===== config.mk =====
export PLATFORM = sky130hd
export DESIGN_NAME = dmux_rr_dispatch_flat
export DESIGN_NICKNAME = d
export VERILOG_FILES = /design/src/rtl/dmux_rr_dispatch_if.sv /design/src/rtl/dmux_rr_dispatch.sv /design/src/flat_wrapper.sv
export SDC_FILE = /design/constraint.sdc
export NUM_CORES = 1
export LEC_CHECK = 0
export CORE_UTILIZATION = 40
export CTS_BUF_LIST = sky130_fd_sc_hd__clkbuf_2
export CTS_CLUSTER_DIAMETER = 150
export DETAILED_ROUTE_END_ITERATION = 10
export PLACE_DENSITY = 0.77
export SLEW_MARGIN = 20
export SYNTH_ARGS = -nofsm -noshare
export SYNTH_HDL_FRONTEND = slang
export SYNTH_SLANG_ARGS = --single-unit
export TNS_END_PERCENT = 5

===== constraint.sdc =====
create_clock -name clk -period 2.7 [get_ports clk]
set_clock_uncertainty 0.05 [all_clocks]
set_input_delay 0.405 -clock clk [delete_from_list [all_inputs] [get_ports clk]]
set_output_delay 0.405 -clock clk [all_outputs]
set_load 0.03 [all_outputs]

===== src/rtl/dmux_rr_dispatch_if.sv =====
// rtl/dmux_rr_dispatch_if.sv - stream-in / select-out bundle between the dispatch stage and its neighbours
`timescale 1ns/1ps
interface dmux_rr_dispatch_if #(
  parameter int WIDTH   = 8,
  parameter int COUNT_W = 16
);
  logic               in_valid;
  logic [WIDTH-1:0]   in_data;
  logic               in_ready;
  logic [3:0]         out_ready;
  logic               out_valid;
  logic [WIDTH-1:0]   out_data;
  logic [1:0]         sel;
  logic [COUNT_W-1:0] count;

  modport slave (
    input  in_valid, in_data, out_ready,
    output in_ready, out_valid, out_data, sel, count
  );

  modport master (
    output in_valid, in_data, out_ready,
    input  in_ready, out_valid, out_data, sel, count
  );
endinterface


===== src/rtl/dmux_rr_dispatch.sv =====
// rtl/dmux_rr_dispatch.sv - one-word round-robin dispatch stage feeding a 1-to-4 demux
// Define RR_SKIP_EN to let the destination skip past consumers not ready at accept time.
`timescale 1ns/1ps
module dmux_rr_dispatch #(
  parameter int WIDTH   = 8,
  parameter int COUNT_W = 16
) (
  input  logic              clk,
  input  logic              rst,
  dmux_rr_dispatch_if.slave bus
);

  typedef enum logic {EMPTY = 1'b0, FULL = 1'b1} state_e;

  state_e             state_q, state_d;
  logic [WIDTH-1:0]   data_q, data_d;
  logic [1:0]         sel_q, sel_d;
  logic [1:0]         ptr_q, ptr_d;
  logic [COUNT_W-1:0] count_q, count_d;

  logic       out_valid;
  logic       fire;
  logic       in_ready;
  logic       accept;
  logic [1:0] base;
  logic [1:0] dest;
`ifdef RR_SKIP_EN
  logic [1:0] idx;
  logic       found;
`endif

  always_comb begin
    out_valid = (state_q == FULL);
    fire      = out_valid & bus.out_ready[sel_q];
    in_ready  = ~out_valid | fire;
    accept    = bus.in_valid & in_ready;
    // A word accepted in the same cycle as a fire must see the advanced pointer.
    base      = fire ? (sel_q + 2'd1) : ptr_q;
  end

  always_comb begin
    dest = base;
`ifdef RR_SKIP_EN
    idx   = base;
    found = 1'b0;
    for (int k = 0; k < 4; k++) begin
      idx = base + 2'(k);
      if (!found && bus.out_ready[idx]) begin
        dest  = idx;
        found = 1'b1;
      end
    end
`endif
  end

  always_comb begin
    state_d = state_q;
    data_d  = data_q;
    sel_d   = sel_q;
    ptr_d   = ptr_q;
    count_d = count_q;

    if (fire) begin
      ptr_d   = sel_q + 2'd1;
      count_d = count_q + 1'b1;
    end

    case (state_q)
      EMPTY:   if (accept) state_d = FULL;
      FULL:    if (fire && !accept) state_d = EMPTY;
      default: state_d = EMPTY;
    endcase

    if (accept) begin
      data_d = bus.in_data;
      sel_d  = dest;
    end
  end

  always_ff @(posedge clk or posedge rst) begin
    if (rst) begin
      state_q <= EMPTY;
      data_q  <= '0;
      sel_q   <= '0;
      ptr_q   <= '0;
      count_q <= '0;
    end else begin
      state_q <= state_d;
      data_q  <= data_d;
      sel_q   <= sel_d;
      ptr_q   <= ptr_d;
      count_q <= count_d;
    end
  end

  assign bus.in_ready  = in_ready;
  assign bus.out_valid = out_valid;
  assign bus.out_data  = data_q;
  assign bus.sel       = sel_q;
  assign bus.count     = count_q;

endmodule


===== src/flat_wrapper.sv =====
// flat-port wrapper written by rule: the top's interface ports become plain ports
module dmux_rr_dispatch_flat 
#(
  parameter int WIDTH   = 8,
  parameter int COUNT_W = 16
)
  (clk, rst, bus_in_valid, bus_in_data, bus_out_ready, bus_in_ready, bus_out_valid, bus_out_data, bus_sel, bus_count);
  dmux_rr_dispatch_if #(.WIDTH(WIDTH), .COUNT_W(COUNT_W)) bus_i ();
  input  logic clk;
  input  logic rst;
  input wire logic [$bits(bus_i.in_valid)-1:0] bus_in_valid;
  input wire logic [$bits(bus_i.in_data)-1:0] bus_in_data;
  input wire logic [$bits(bus_i.out_ready)-1:0] bus_out_ready;
  output wire logic [$bits(bus_i.in_ready)-1:0] bus_in_ready;
  output wire logic [$bits(bus_i.out_valid)-1:0] bus_out_valid;
  output wire logic [$bits(bus_i.out_data)-1:0] bus_out_data;
  output wire logic [$bits(bus_i.sel)-1:0] bus_sel;
  output wire logic [$bits(bus_i.count)-1:0] bus_count;
  assign bus_i.in_valid = bus_in_valid;
  assign bus_i.in_data = bus_in_data;
  assign bus_i.out_ready = bus_out_ready;
  assign bus_in_ready = bus_i.in_ready;
  assign bus_out_valid = bus_i.out_valid;
  assign bus_out_data = bus_i.out_data;
  assign bus_sel = bus_i.sel;
  assign bus_count = bus_i.count;
  dmux_rr_dispatch #(.WIDTH(WIDTH), .COUNT_W(COUNT_W)) u_core (.clk(clk), .rst(rst), .bus(bus_i));
endmodule

==> PnR_summary.wiki, run 1 <==
{| class="wikitable"
! Metric !! Value
|-
| CTS tree || yes
|-
| DIE WIDTH || around 59 um
|-
| Slew at the pin with the worst max-slew slack || ~370 ps
|-
| Filler-free cell count of the finished design || about 210
|-
| Post-DRT Antenna Nets || 0
|-
| Instance count of the mapped netlist || about 110
|-
| Slowest cell on the critical path || sky130_fd_sc_hd__clkdlybuf4s50_1
|-
| Worst-skew pair later-pin latency || 360 ps
|-
| Top delay family on crit path || buffers and inverters
|-
| Hold-fix buffer count after cts || 0
|-
| Post-DR vias/cell || between 4 and 5
|-
| Largest vdd supply drop || around 0.58 mV
|-
| First-pass GRT wire length || roughly 4500 um
|-
| Die area || around 3500 um2
|-
| Placed cell count || around 200
|-
| Number of resized instances in the post-cts repair step || 0
|-
| Chip height || slightly below 60 um
|-
| Final setup vio count || 0
|-
| Most instantiated cells after synthesis || 29 x sky130_fd_sc_hd__dfrtp_1, 15 x sky130_fd_sc_hd__xnor2_1, 9 x sky130_fd_sc_hd__mux2_2, 9 x sky130_fd_sc_hd__nand2_1, 8 x sky130_fd_sc_hd__nand4_1
|-
| Final global-route overflow total || 0
|-
| Worst Path Arrival || about 2200 ps
|-
| Fmax achieved || 383 MHz
|-
| I/O pin count || between 40 and 50
|-
| Number of pins exceeding their max-slew limit in the final report || 0
|-
| Number of clock buffers inserted by TritonCTS || 5
|-
| Starting utilization of the core area || between 40% and 50%
|-
| Via count || 1029
|-
| Syn_area_per_cell || 11.8 um2
|-
| Result of the run || finished, final reports clean
|-
| Power share of the combinational group || about half
|-
| Crit path max fanout || 3
|-
| Dominant combinational cell family by area after synthesis || simple AND/OR/NAND/NOR gates
|-
| Setup TNS || 0 ps
|-
| Area of the core region || between 3000 and 4000 um2
|-
| Final critical path time including I/O delays and setup || around 2600 ps
|-
| Remaining DRCs || 0
|-
| Simple-gate share of the synthesized area || 14.9%
|-
| Proportion of total power due to net switching || between 40% and 50%
|-
| Crit path largest cell delay || around 610 ps
|-
| Lkg Pwr || 0.000750 uW
|-
| CP bufs+invs || 2
|-
| Adder-cell area share of the yosys netlist || less than 1%
|-
| Total detailed-routing wirelength || between 2000 and 3000 um
|-
| Design Area, Final || ~1800 um2
|-
| Yosys warning total || 0
|-
| Multiplexer fraction of the synthesized cell area || roughly 11%
|-
| Synth cell types || 25
|-
| N_diodes || 0
|-
| Cell occurring most often along the worst timing path || sky130_fd_sc_hd__clkdlybuf4s50_1
|-
| Max transition margin || approximately three quarters
|-
| Maximum number of pins on one net before global-route repair || 30
|-
| Layout net count || about 180
|-
| Layout overhead on the synthesized area || 40.3%
|-
| Compound-gate portion of the synthesized area || 4.69%
|-
| Fill cell total of the finished layout || around 270
|-
| P_int || 1070 uW
|-
| Final core utilization || a little under 60%
|-
| Num Clock Sinks || 29
|-
| Part of the power in the clock network || 11.8%
|-
| Clock transition at the register clock pins on the worst setup and hold paths after CTS || between 150 and 200 ps
|-
| RSZ-0062 raised after global routing || no
|-
| Kind of critical path || input pin to primary output
|-
| Post-Synthesis Cell Area || around 1300 um2
|-
| CTS HTree Levels || 2
|-
| Number of antenna violations at the first check in global routing || 0
|-
| CP endpoint kind || primary output
|-
| RD Place Congestion || between 0.8 and 0.9
|-
| Cell area after placement || 1790 um2
|-
| Data required, critical path || between 2000 and 2500 ps
|-
| Max_cap viols || 0
|-
| Cell taking the most area after synthesis || sky130_fd_sc_hd__dfrtp_1
|-
| Number of input and output port buffers inserted || 42
|-
| Routed wire per std cell || approximately 14 um
|-
| Half-perimeter wire length after placement || 1990 um
|-
| Total power draw || approximately 1900 uW
|-
| Number of rows created at floorplan || 20
|-
| Nets in the synthesized netlist || 127
|-
| Total power divided by cell area || roughly 1000 nW/um2
|-
| Portion of the post-synthesis area used by sequential elements || 55.5%
|-
| Layout cell share with drive strength beyond 1 || between 10% and 20%
|-
| Type of the worst min-delay path || input pin to async pin
|-
| Yosys reg bits || 29
|-
| Most frequent cell after synthesis || sky130_fd_sc_hd__dfrtp_1
|-
| Via count of the first global-routing pass || 1026
|-
| Sequential power share || 37.0%
|-
| Cell types with the largest area share after synthesis || sky130_fd_sc_hd__dfrtp_1 56%, sky130_fd_sc_hd__xnor2_1 10%, sky130_fd_sc_hd__mux2_2 7.8%
|-
| Final period utilization || 96.8%
|-
| Number of enable flip-flop cells after synthesis || 0
|-
| Series of cell instances along the critical path || clkdlybuf4s50_1, mux4_2, nand2b_1, clkdlybuf4s50_1
|-
| Post-CTS Repair Setup Buffers || 0
|-
| XOR/XNOR Fraction of Synth Area || between 10% and 20%
|-
| Share of the synthesized area in the top cell type || a little under three fifths
|-
| Total count of hold-check failures in the final report || 0
|-
| Share of flip-flops with an asynchronous set or reset || 100%
|-
| P_sw || roughly 790 uW
|-
| Dominant register cell in the synthesized netlist || sky130_fd_sc_hd__dfrtp_1
|-
| CTS Root Buffer Type || sky130_fd_sc_hd__clkbuf_2
|-
| Iteration-0 DRC count of the detailed router || 15
|-
| Total global routing track utilization || roughly 18%
|-
| Maximum number of buffers from clock root to sink || 2
|-
| Element type at the critical path start || input pin
|-
| Number of detailed-route iterations in the first pass || 6
|}
==> final cells by class <==
class                      instances  area [um2]  area share, %
tap                               44        55.1           3.00
clock buffer                       5        25.0           1.36
sequential                        29         726           39.6
inverter                           2        7.51          0.409
timing repair buffer              46         450           24.6
clock inverter                     3        17.5          0.955
multi-input combinational         77         553           30.2
==> layout by cell type, fill, tap and decap left out, types with 4 or more instances in the layout <==
cell                              instances
sky130_fd_sc_hd__nand4_1                  8
sky130_fd_sc_hd__nor2_1                   6
sky130_fd_sc_hd__xnor2_1                 15
sky130_fd_sc_hd__clkdlybuf4s50_1         42
sky130_fd_sc_hd__nand2_1                  9
sky130_fd_sc_hd__dfrtp_1                 29
sky130_fd_sc_hd__buf_4                    4
sky130_fd_sc_hd__clkbuf_2                 5
sky130_fd_sc_hd__nand3_1                  7
sky130_fd_sc_hd__mux2_2                   9
==> logic make-up (layout without fill, tap and decap cells) <==
| logic type | after synthesis | in the layout |
|---|---|---|
| AO/OA/AOI/OAI | 9 | 9 |
| multiplexers | 12 | 12 |
| adder cells (fa/ha/maj) | 1 | 1 |
| XOR/XNOR | 16 | 16 |
| AND/OR/NAND/NOR | 39 | 39 |
| flip-flops | 29 | 29 |
| buffers and inverters | 5 | 56 |
==> registers in the layout, indices dropped and copies added (netlist names) <==
| name | flops |
|---|---|
| u_core.bus.out_valid | 1 |
| u_core.bus.sel | 2 |
| u_core.bus.count | 16 |
| u_core.bus.out_data | 8 |
| u_core.ptr_q | 2 |
==> per-layer routing <==
| layer | global-route usage (%) | wire (um) | vias to the layer above |
|---|---|---|---|
| met2 | 30.2 | 1380 | 46 |
| met1 | 19.1 | 1150 | 491 |
| li1 | - | - | 486 |
| met4 | 11.6 | 57 | 0 |
| met5 | 0 | 0 | - |
| met3 | 6.77 | 217 | 6 |
==> stage by stage <==
| stage | setup slack (ps) | hold slack [ps] |
|---|---|---|
| after floorplan | 703 | 433 |
| after global placement | 135 | 416 |
| after detailed placement | 120 | 422 |
| after CTS | 94.1 | 331 |
| after global routing | 53.8 | 340 |
| final | 86.5 | 342 |
==> power groups by stage <==
stage / logic (uW) / registers (uW) / clock network (uW)
floorplan: 372 / 914 / 0
global placement: 932 / 687 / 0
detailed placement: 958 / 697 / 0
CTS: 963 / 689 / 229
global route: 1010 / 707 / 244
finish: 952 / 688 / 220
==> worst register-to-register path: cells and delay by family, from the launching register on <==
| family | cells | cell delay, ps |
|---|---|---|
| multiplexers | 2 | 900 |
| buffers and inverters | 1 | 160 |
| AO/OA/AOI/OAI | 1 | 270 |
| flip-flops | 1 | 400 |
==> final timing paths <==
kind | start | endpoint | slack, ps | depth (start not counted)
worst max-delay path | bus_out_ready[3] | bus_in_ready | 90 | 4
worst min-delay path | rst | u_core.bus.count[6] | 340 | 3
worst max register to register | u_core.bus.sel[0] | u_core.bus.out_data[5] | 830 | 4
worst min register to register | u_core.bus.count[15] | u_core.bus.count[15] | 440 | 1
max in group asynchronous | rst | u_core.bus.count[14] | 1980 | 3
min in group clk | u_core.bus.count[15] | u_core.bus.count[15] | 440 | 1
Power figures use the tool's default switching activity.
==> inputs of run 2 (changes only) <==
- PLACE_DENSITY: 0.77 -> 0.8
- clock period: 2.7 -> 2.1 ns (I/O delays scaled with it)
==> run 2 against run 1 <==
Compared with the run above: clock power is 30% higher; wire length is 6.7% lower; via count is 0.97% lower; critical path type is now register to primary output; power is 29% higher; final area is 1.2% higher; global-route usage is 0.95 points lower; count of clock-buffer cells in the layout is 3 higher; core utilization is 0.73 points higher; flip-flop and latch count stayed put.
==> PnR_summary.wiki, run 2 (synthesis gave the netlist of run 1 again) <==
{| class="wikitable"
! Metric !! Value
|-
| Total count of hold-check failures in the final report || 0 (unchanged)
|-
| Slew at the pin with the worst max-slew slack || 353 ps (-15.5 ps)
|-
| Type of the worst min-delay path || input pin to async pin
|-
| Half-perimeter wire length after placement || 1890 um (-4.8%)
|-
| Power share of the combinational group || 52.0% (+0.8 points)
|-
| Post-CTS Repair Setup Buffers || 0 (unchanged)
|-
| Num Clock Sinks || 29 (unchanged)
|-
| Sequential power share || 36.2% (-0.8 points)
|-
| Maximum number of pins on one net before global-route repair || 30 (unchanged)
|-
| Via count of the first global-routing pass || 1004 (-2.1%)
|-
| Chip height || 59.2 um (unchanged)
|-
| Total detailed-routing wirelength || 2630 um (-6.7%)
|-
| P_sw || 995 uW (+25%)
|-
| Crit path max fanout || 9 (+6)
|-
| Remaining DRCs || 0 (unchanged)
|-
| Max transition margin || 76.4% (+0.95 points)
|-
| CP endpoint kind || primary output
|-
| CTS Root Buffer Type || sky130_fd_sc_hd__clkbuf_2
|-
| Routed wire per std cell || 12.5 um (-8.4%)
|-
| First-pass GRT wire length || 4260 um (-4.2%)
|-
| Total global routing track utilization || 17.1% (-0.95 points)
|-
| Worst-skew pair later-pin latency || 360 ps (about the same)
|-
| Total power divided by cell area || 1300 nW/um2 (+28%)
|-
| Worst Path Arrival || 1630 ps (-530 ps)
|-
| Largest vdd supply drop || 0.821 mV (+41%)
|-
| DIE WIDTH || 59.2 um (unchanged)
|-
| Proportion of total power due to net switching || 41.4% (-1.4 points)
|-
| Total power draw || 2410 uW (+29%)
|-
| Fmax achieved || about 500 MHz
|-
| Highest-count cells in the layout ignoring fill and taps || 41 x sky130_fd_sc_hd__clkdlybuf4s50_1, 29 x sky130_fd_sc_hd__dfrtp_1, 15 x sky130_fd_sc_hd__xnor2_1, 9 x sky130_fd_sc_hd__nand2_1, 9 x sky130_fd_sc_hd__mux2_2
|-
| Max reg flops || 16 (unchanged)
|-
| Number of clock buffers inserted by TritonCTS || 5 (unchanged)
|-
| Final critical path time including I/O delays and setup || 2000 ps
|-
| Max_cap viols || 0 (unchanged)
|-
| I/O pin count || 43 (unchanged)
|-
| Setup TNS || 0 ps (unchanged)
|-
| Number of detailed-route iterations in the first pass || 4 (-2)
|-
| Met1 track demand over resource in global routing || 18.6% (-0.46 points)
|-
| Slack of the critical path || 100 ps (+13.9 ps)
|-
| N_diodes || 0 (unchanged)
|-
| Element type at the critical path start || register
|-
| Final core utilization || 60.3% (+0.73 points)
|-
| Final period utilization || 95.2%
|-
| Layout overhead on the synthesized area || 42.0%
|-
| Depth of the worst register-to-register path || 4 (unchanged)
|-
| Maximum number of buffers from clock root to sink || 2 (unchanged)
|-
| Most common library cell in the layout ignoring fill and taps || sky130_fd_sc_hd__clkdlybuf4s50_1
|-
| Slowest cell on the critical path || sky130_fd_sc_hd__clkdlybuf4s50_1
|-
| P_int || 1410 uW (+32%)
|-
| Part of the power in the clock network || 11.9% (about the same)
|-
| Post-DRT Antenna Nets || 0 (unchanged)
|-
| Series of cell instances along the critical path || buf_4, clkdlybuf4s50_1
|-
| Routing usage on met3 || 6.77% (unchanged)
|-
| Area of the core region || 3080 um2 (unchanged)
|-
| Number of input and output port buffers inserted || 42 (unchanged)
|-
| Data required, critical path || 1740 ps (-510 ps)
|-
| Number of antenna violations at the first check in global routing || 0 (unchanged)
|-
| Lkg Pwr || 0.000772 uW (+3.0%)
|-
| Layout net count || 181 (+2.3%)
|-
| Crit path largest cell delay || 690 ps (+80 ps)
|-
| Iteration-0 DRC count of the detailed router || 22 (+7)
|-
| RD Place Congestion || 0.746 (-12%)
|-
| Number of pins exceeding their max-slew limit in the final report || 0 (unchanged)
|-
| Layout cell share with drive strength beyond 1 || 16.9% (+2.7 points)
|-
| Result of the run || finished, final reports clean
|-
| Final global-route overflow total || 0 (unchanged)
|-
| Final setup vio count || 0 (unchanged)
|-
| Starting utilization of the core area || 42.5% (unchanged)
|-
| Kind of critical path || register to primary output
|-
| Clock transition at the register clock pins on the worst setup and hold paths after CTS || 150 ps (-20 ps)
|-
| Via count || 1019 (-0.97%)
|-
| Number of rows created at floorplan || 20 (unchanged)
|-
| Die area || 3500 um2 (unchanged)
|-
| Met2 Use GR || 28.9% (-1.3 points)
|-
| Setup slack at placement || -286 ps (-406 ps)
|-
| CTS HTree Levels || 2 (unchanged)
|-
| RSZ-0062 raised after global routing || no
|-
| CTS tree || yes
|-
| Post-DR vias/cell || 4.85 (-2.9%)
|-
| Busiest grt layer || met2
|}
[run 2: cell count changes in the layout (fill, tap and decap cells not counted), sizes merged]
cell	change
buf	+5
clkbuf	+3
clkdlybuf4s50	-1
clkinv	-2
clkinvlp	-1
[run 2: power by group through the flow]
stage               registers, uW  clock network, uW  logic (uW)
floorplan                    1180                  0         479
global placement              875                  0        1240
detailed placement            881                  0        1270
CTS                           872                295        1260
global route                  899                319        1330
finish                        870                286        1250
[run 2: final timing paths]
| kind | from | end | slack (ps) |
|---|---|---|---|
| max reg2reg | u_core.bus.sel[0] | u_core.bus.out_data[1] | 230 |
| max | u_core.bus.sel[0] | bus_sel[0] | 100 |
| min | rst | u_core.ptr_q[1] | 250 |
| min reg2reg | u_core.bus.out_data[0] | u_core.bus.out_data[0] | 470 |
| min in group clk | u_core.bus.out_data[0] | u_core.bus.out_data[0] | 470 |
| max in group asynchronous | rst | u_core.bus.count[15] | 1480 |
[run 2: metal layers]
metal	vias up	wire (um)
met2	38	1280
met4	0	62
met5	-	0
li1	494	-
met3	7	169
met1	480	1110
[run 2: layout make-up]
cell class                      instances  area (um2)
Sequential cell                        29         726
Timing Repair Buffer                   50         475
Clock buffer                            8        40.0
Fill cell                             252        1220
Tap cell                               44        55.1
Multi-Input combinational cell         77         553
Inverter                                2        7.51
[run 2: through the flow]
| stage | instances | hold slack (ps) | area, um2 |
|---|---|---|---|
| after floorplan | 111 | 343 | 1310 |
| after global placement | 202 | 415 | 1820 |
| after detailed placement | 202 | 437 | 1820 |
| after CTS | 210 | 251 | 1860 |
| after global routing | 210 | 265 | 1860 |
| final | 210 | 253 | 1860 |
[run 2: what timing repair did]
action                     CTS  global route
resized for setup            5             0
hold buffers                 0             0
setup endpoints to repair    1             0
[run 2: critical path: cells and delay by family (launching register included)]
| kind | cells | cell delay (ps) |
|---|---|---|
| buffers and inverters | 2 | 880 |
| flip-flops | 1 | 410 |
